[src/rtl/alu_slice_serial_if.sv]
// Handshake and data bundle for alu_slice_serial.
//   Input side : in_valid/in_ready handshake carrying a, b, s, m, cin_n.
//   Output side: out_valid/out_ready handshake carrying y, cout_n, zero.
// The master modport belongs to whoever supplies operands and takes results.
// The slave modport belongs to the ALU.
interface alu_slice_serial_if #(
    parameter int WIDTH = 16
);
    logic             in_valid;
    logic             in_ready;
    logic [WIDTH-1:0] a;
    logic [WIDTH-1:0] b;
    logic [3:0]       s;
    logic             m;
    logic             cin_n;
    logic             out_valid;
    logic             out_ready;
    logic [WIDTH-1:0] y;
    logic             cout_n;
    logic             zero;

    modport master (
        output in_valid, a, b, s, m, cin_n, out_ready,
        input  in_ready, out_valid, y, cout_n, zero
    );

    modport slave (
        input  in_valid, a, b, s, m, cin_n, out_ready,
        output in_ready, out_valid, y, cout_n, zero
    );
endinterface

[src/rtl/alu_slice_serial.sv]
// Bit-serial-by-slice '181-style ALU.
// One SLICE_W-bit slice is evaluated per clock, LSB first. The carry between
// slices lives in a register, so the chain of slices reproduces the full-width
// sum exactly. Carries on the bus are active-low.
// Ports:
//   clk   - rising-edge clock
//   rst_n - asynchronous active-low reset
//   bus   - alu_slice_serial_if.slave (operand handshake in, result handshake out)
module alu_slice_serial #(
    parameter int WIDTH   = 16,
    parameter int SLICE_W = 4
) (
    input  logic                 clk,
    input  logic                 rst_n,
    alu_slice_serial_if.slave    bus
);
    localparam int N    = WIDTH / SLICE_W;
    localparam int IDXW = (N > 1) ? $clog2(N) : 1;

    typedef enum logic [1:0] {IDLE, CALC, DONE} state_t;

    state_t             state_q, state_d;
    logic [WIDTH-1:0]   a_q, b_q, y_q, y_new;
    logic [3:0]         s_q;
    logic               m_q;
    logic               carry_q;
    logic               cout_n_q;
    logic               zero_q;
    logic [IDXW-1:0]    idx_q;

    logic [SLICE_W-1:0] as, bs, xs, ys, fs, f_slice;
    logic [SLICE_W:0]   sum;
    logic               carry_next;
    logic               last;

    assign last = (idx_q == IDXW'(N - 1));

    // Slice evaluation for the current index.
    always_comb begin
        as = SLICE_W'(a_q >> (idx_q * SLICE_W));
        bs = SLICE_W'(b_q >> (idx_q * SLICE_W));
        xs = '0;
        ys = '0;
        fs = '0;
        case (s_q)
            4'h0: begin xs = as;        ys = '0;       fs = ~as;        end
            4'h1: begin xs = as | bs;   ys = '0;       fs = ~(as | bs); end
            4'h2: begin xs = as | ~bs;  ys = '0;       fs = ~as & bs;   end
            4'h3: begin xs = '0;        ys = '1;       fs = '0;         end
            4'h4: begin xs = as;        ys = as & ~bs; fs = ~(as & bs); end
            4'h5: begin xs = as | bs;   ys = as & ~bs; fs = ~bs;        end
            4'h6: begin xs = as;        ys = ~bs;      fs = as ^ bs;    end
            4'h7: begin xs = as & ~bs;  ys = '1;       fs = as & ~bs;   end
            4'h8: begin xs = as;        ys = as & bs;  fs = ~as | bs;   end
            4'h9: begin xs = as;        ys = bs;       fs = ~(as ^ bs); end
            4'hA: begin xs = as | ~bs;  ys = as & bs;  fs = bs;         end
            4'hB: begin xs = as & bs;   ys = '1;       fs = as & bs;    end
            4'hC: begin xs = as;        ys = as;       fs = '1;         end
            4'hD: begin xs = as | bs;   ys = as;       fs = as | ~bs;   end
            4'hE: begin xs = as | ~bs;  ys = as;       fs = as | bs;    end
            default: begin xs = as;     ys = '1;       fs = as;         end
        endcase
        sum        = {1'b0, xs} + {1'b0, ys} + {{SLICE_W{1'b0}}, carry_q};
        f_slice    = m_q ? fs : sum[SLICE_W-1:0];
        carry_next = m_q ? 1'b0 : sum[SLICE_W];
    end

    // Result with the current slice merged in; everything else passes through.
    generate
        for (genvar gi = 0; gi < N; gi++) begin : g_slice
            assign y_new[gi*SLICE_W +: SLICE_W] =
                (idx_q == IDXW'(gi)) ? f_slice : y_q[gi*SLICE_W +: SLICE_W];
        end
    endgenerate

    always_ff @(posedge clk or negedge rst_n) begin
        if (!rst_n) state_q <= IDLE;
        else        state_q <= state_d;
    end

    always_comb begin
        state_d = state_q;
        case (state_q)
            IDLE:    if (bus.in_valid) state_d = CALC;
            CALC:    if (last)         state_d = DONE;
            DONE:    if (bus.out_ready) state_d = IDLE;
            default: state_d = IDLE;
        endcase
    end

    always_ff @(posedge clk or negedge rst_n) begin
        if (!rst_n) begin
            a_q      <= '0;
            b_q      <= '0;
            s_q      <= '0;
            m_q      <= 1'b0;
            carry_q  <= 1'b0;
            y_q      <= '0;
            cout_n_q <= 1'b1;
            zero_q   <= 1'b0;
            idx_q    <= '0;
        end else begin
            case (state_q)
                IDLE: begin
                    if (bus.in_valid) begin
                        a_q     <= bus.a;
                        b_q     <= bus.b;
                        s_q     <= bus.s;
                        m_q     <= bus.m;
                        // Logic mode never propagates a carry.
                        carry_q <= bus.m ? 1'b0 : ~bus.cin_n;
                        idx_q   <= '0;
                    end
                end
                CALC: begin
                    y_q     <= y_new;
                    carry_q <= carry_next;
                    idx_q   <= last ? '0 : idx_q + IDXW'(1);
                    if (last) begin
                        cout_n_q <= ~carry_next;
                        zero_q   <= (y_new == '0);
                    end
                end
                default: ;
            endcase
        end
    end

    assign bus.in_ready  = (state_q == IDLE);
    assign bus.out_valid = (state_q == DONE);
    assign bus.y         = y_q;
    assign bus.cout_n    = cout_n_q;
    assign bus.zero      = zero_q;
endmodule
[src/flat_wrapper.sv]
// flat-port wrapper written by rule: the top's interface ports become plain ports
module alu_slice_serial_flat 
#(
    parameter int WIDTH   = 16,
    parameter int SLICE_W = 4
)
  (clk, rst_n, bus_in_valid, bus_a, bus_b, bus_s, bus_m, bus_cin_n, bus_out_ready, bus_in_ready, bus_out_valid, bus_y, bus_cout_n, bus_zero);
  alu_slice_serial_if #(.WIDTH(WIDTH)) bus_i ();
  input  logic clk;
  input  logic rst_n;
  input wire logic [$bits(bus_i.in_valid)-1:0] bus_in_valid;
  input wire logic [$bits(bus_i.a)-1:0] bus_a;
  input wire logic [$bits(bus_i.b)-1:0] bus_b;
  input wire logic [$bits(bus_i.s)-1:0] bus_s;
  input wire logic [$bits(bus_i.m)-1:0] bus_m;
  input wire logic [$bits(bus_i.cin_n)-1:0] bus_cin_n;
  input wire logic [$bits(bus_i.out_ready)-1:0] bus_out_ready;
  output wire logic [$bits(bus_i.in_ready)-1:0] bus_in_ready;
  output wire logic [$bits(bus_i.out_valid)-1:0] bus_out_valid;
  output wire logic [$bits(bus_i.y)-1:0] bus_y;
  output wire logic [$bits(bus_i.cout_n)-1:0] bus_cout_n;
  output wire logic [$bits(bus_i.zero)-1:0] bus_zero;
  assign bus_i.in_valid = bus_in_valid;
  assign bus_i.a = bus_a;
  assign bus_i.b = bus_b;
  assign bus_i.s = bus_s;
  assign bus_i.m = bus_m;
  assign bus_i.cin_n = bus_cin_n;
  assign bus_i.out_ready = bus_out_ready;
  assign bus_in_ready = bus_i.in_ready;
  assign bus_out_valid = bus_i.out_valid;
  assign bus_y = bus_i.y;
  assign bus_cout_n = bus_i.cout_n;
  assign bus_zero = bus_i.zero;
  alu_slice_serial #(.WIDTH(WIDTH), .SLICE_W(SLICE_W)) u_core (.clk(clk), .rst_n(rst_n), .bus(bus_i));
endmodule
[config.mk]
export PLATFORM = sky130hd
export DESIGN_NAME = alu_slice_serial_flat
export DESIGN_NICKNAME = d
export VERILOG_FILES = /design/src/rtl/alu_slice_serial_if.sv /design/src/rtl/alu_slice_serial.sv /design/src/flat_wrapper.sv
export SDC_FILE = /design/constraint.sdc
export NUM_CORES = 1
export LEC_CHECK = 0
export CELL_PAD_IN_SITES_DETAIL_PLACEMENT = 1
export CELL_PAD_IN_SITES_GLOBAL_PLACEMENT = 1
export CORE_MARGIN = 5
export CORE_UTILIZATION = 46
export CTS_BUF_LIST = sky130_fd_sc_hd__clkbuf_8
export CTS_CLUSTER_SIZE = 12
export DETAILED_ROUTE_END_ITERATION = 10
export PLACE_DENSITY = 0.93
export SLEW_MARGIN = 10
export SYNTH_ARGS = -nofsm -noshare
export SYNTH_HDL_FRONTEND = slang
export SYNTH_SLANG_ARGS = --single-unit
[constraint.sdc]
create_clock -name clk -period 10.8 [get_ports clk]
set_input_delay 1.62 -clock clk [delete_from_list [all_inputs] [get_ports clk]]
set_output_delay 1.62 -clock clk [all_outputs]
set_load 0.02 [all_outputs]
==> results_dict.tcl <==
set metrics [dict create \
    hold_violations 0 \
    finalWeightedCongestion 0.955 \
    clockBufferDepth 2 \
    slowest_stage "dfrtp_1" \
    clockRootBuffer "clkbuf_8" \
    crit_fanout 13 \
    synth_area_um2 4050 \
    core_area_um2 8640 \
    crit_type "flip-flop to flip-flop" \
    htree_num_levels 3 \
    die_area_um2 10800 \
    synthToLayoutAreaGrowth_pct 20.1 \
    n_antenna_cell 0 \
    die_x_um 104 \
    arrival_ns 5.25 \
    crit_path_end_kind "flip-flop" \
    syn_inst 473 \
    finClkSkew_ns 0.0111 \
    hpwl_mm 9.43 \
    antenna_found_initial 0 \
    ant_nets 0 \
    path_delay_family "compound AO/OA/AOI/OAI gates" \
    synth_warnings 0 \
    setup_viol 0 \
    wl_mm 14.2 \
    ys_seq_area_share_pct 37.1 \
    drv_cap 0 \
    ys_top_cells_by_count "nand2_1 (144), dfrtp_1 (59), o21ai_0 (34), ha_1 (23), inv_1 (19)" \
    viasPerCell 6.19 \
    port_buffers 61 \
    grt_max_degree 61 \
    synthDistinctLibCells 63 \
    worst_slew_pin_slew_ns 1.19 \
    start_util_pct 46.9 \
    io_pins 62 \
    rsz0062_at_grt "no" \
    slew_headroom_pct 20.7 \
    placementRows 34 \
    grt_pass1_wl_mm 23.2 \
    synth_area_leaders "dfrtp_1 (36%), nand2_1 (13%), ha_1 (7.1%), o21ai_0 (4.2%), mux4_2 (3.9%)" \
    hp-class "flip-flop to flip-flop" \
    num_vias 3910 \
    layout.nets 586 \
    numCtsBuffers 9 \
    drt_iter0_drc 278 \
    clock_sinks 60 \
    finalCriticalPeriod_ns 4.97 \
    clock.fmax_ghz 0.201 \
    drv_slew 0 \
    n_fill_cell 1008 \
    cts_tree "built" \
    dp.cells 616 \
    synth_top_cell_area_share_pct 36.5 \
    critPathBufInv 2 \
    path_cells "mux4_2, inv_1, ha_1, nand2_1, nand2_1, a22oi_1, or2_2, a32oi_1, o221ai_1, fa_1, inv_1, fa_1, o221ai_1, a311oi_1, a31oi_1, mux2_2" \
    max_stage_delay_ns 0.78 \
    dpl_cell_area_um2 4620 \
    synth_nets 540 \
    layout-drive-gt1-share_pct 8.97 \
    instances_no_fill 632 \
    drt_first_pass_iters 5 \
    synth.most_common_cell "nand2_1" \
    cts_hold_buf 0 \
    clk_pin_slew_worst_paths_ns 0.07 \
    postCtsSetupRepairBufs 0 \
    startpoint_type "flip-flop" \
    cts_resized 0 \
    setup-tns-final_ns 0 \
    design_area_um2 4870 \
    clock_latency_ns 0.35 \
    grt_pass1_vias 4204 \
    min_period_over_period_pct 46.0 \
    synth_flop_cell "dfrtp_1" \
    synth_async_sr_flop_share_pct 100 \
    required_ns 11.08 \
    grt_overflow 0 \
    route.detailed.drc 0 \
    wl_per_cell_um 22.5 \
    ys_seq_elements 60 \
    whs_ns 0.490 \
    avgSynthCellArea_um2 8.56 \
    run_status "finished clean" \
    grtUsageTotal_pct 26.8 \
    synth_edf_count 0 \
    synth_top_cell_by_area "dfrtp_1" \
    die_h_um 104 \
]
==> through the flow <==
step | setup slack [ns] | utilization [%]
finish | 5.83 | 56.3
global route | 5.63 | 56.3
CTS | 5.93 | 56.3
detailed placement | 6.15 | 53.4
global placement | 6.33 | 53.4
floorplan | 6.84 | -
==> flip-flops by register name (all words and copies together), names as in the netlist <==
signal / flops
u_core.m_q: 1
u_core.s_q: 4
u_core.state_q: 2
u_core.b_q: 16
u_core.bus.y: 16
u_core.bus.zero: 1
u_core.idx_q: 2
u_core.carry_q: 1
u_core.bus.cout_n: 1
u_core.a_q: 16
==> final timing paths <==
| check | startpoint | endpoint | slack [ns] | cells past startpoint |
|---|---|---|---|---|
| min | u_core.bus.y[14] | u_core.bus.y[14] | 0.49 | 2 |
| max | u_core.idx_q[0] | u_core.bus.y[1] | 5.83 | 16 |
| min in group asynchronous | rst_n | u_core.bus.y[15] | 1.43 | 2 |
| min reg2reg | u_core.bus.y[14] | u_core.bus.y[14] | 0.49 | 2 |
| max reg2reg | u_core.idx_q[0] | u_core.bus.y[1] | 5.83 | 16 |
| max in group asynchronous | rst_n | u_core.a_q[1] | 8.85 | 2 |
==> worst register-to-register path, delay by kind of cell (launching register included) <==
family / cells / cell delay [ns]
compound gates: 6 / 1.22
fa+ha+maj: 3 / 1.13
buf+inv: 2 / 0.31
flops: 1 / 0.78
mux: 2 / 0.97
simple gates: 3 / 0.48
==> final cells by class <==
class | count | area, µm² | share of cell area, %
Timing Repair Buffer | 65 | 636 | 13.1
Sequential cell | 60 | 1500 | 30.9
Multi-Input combinational cell | 363 | 2270 | 46.6
Tap cell | 108 | 135 | 2.78
Inverter | 20 | 75.1 | 1.54
Clock inverter | 5 | 98.8 | 2.03
Clock buffer | 11 | 151 | 3.11
==> metal layers <==
metal | global-route usage, % | vias to the layer above | part of all wire (%)
met1 | 32.9 | 1962 | 40
met3 | 4.23 | 44 | 6.2
li1 | - | 1730 | -
met4 | 10.7 | 0 | 3.5
met5 | 0 | - | 0
met2 | 46.6 | 174 | 51
==> kinds of logic (layout without fill, tap and decap cells) <==
kind of cell / count (synthesis) / count (layout) / share of synthesized area (%)
AND/OR/NAND/NOR: 213 / 213 / 22.9
AO/OA/AOI/OAI: 105 / 105 / 17.7
flip-flops: 60 / 60 / 37.1
buffers and inverters: 50 / 101 / 6.92
adder cells (fa/ha/maj): 25 / 25 / 8.09
multiplexers: 18 / 18 / 6.83
XOR/XNOR: 2 / 2 / 0.433
==> layout by cell type, fill, tap and decap left out, types with 5 or more instances in the layout <==
master,instances
nor2b_1,9
clkbuf_8,11
mux4_2,7
ha_1,23
o31ai_1,5
o21ai_0,34
clkdlybuf4s50_1,60
nor2_1,15
o221ai_1,5
mux2_2,7
o22ai_1,5
dfrtp_1,59
inv_1,20
nand2_1,144
nor3_1,14
a21oi_1,12
nand3_1,8
Power is left out: the tool's default activity adds up to more than one toggle a clock period on the data nets, which glitch-free logic cannot reach.
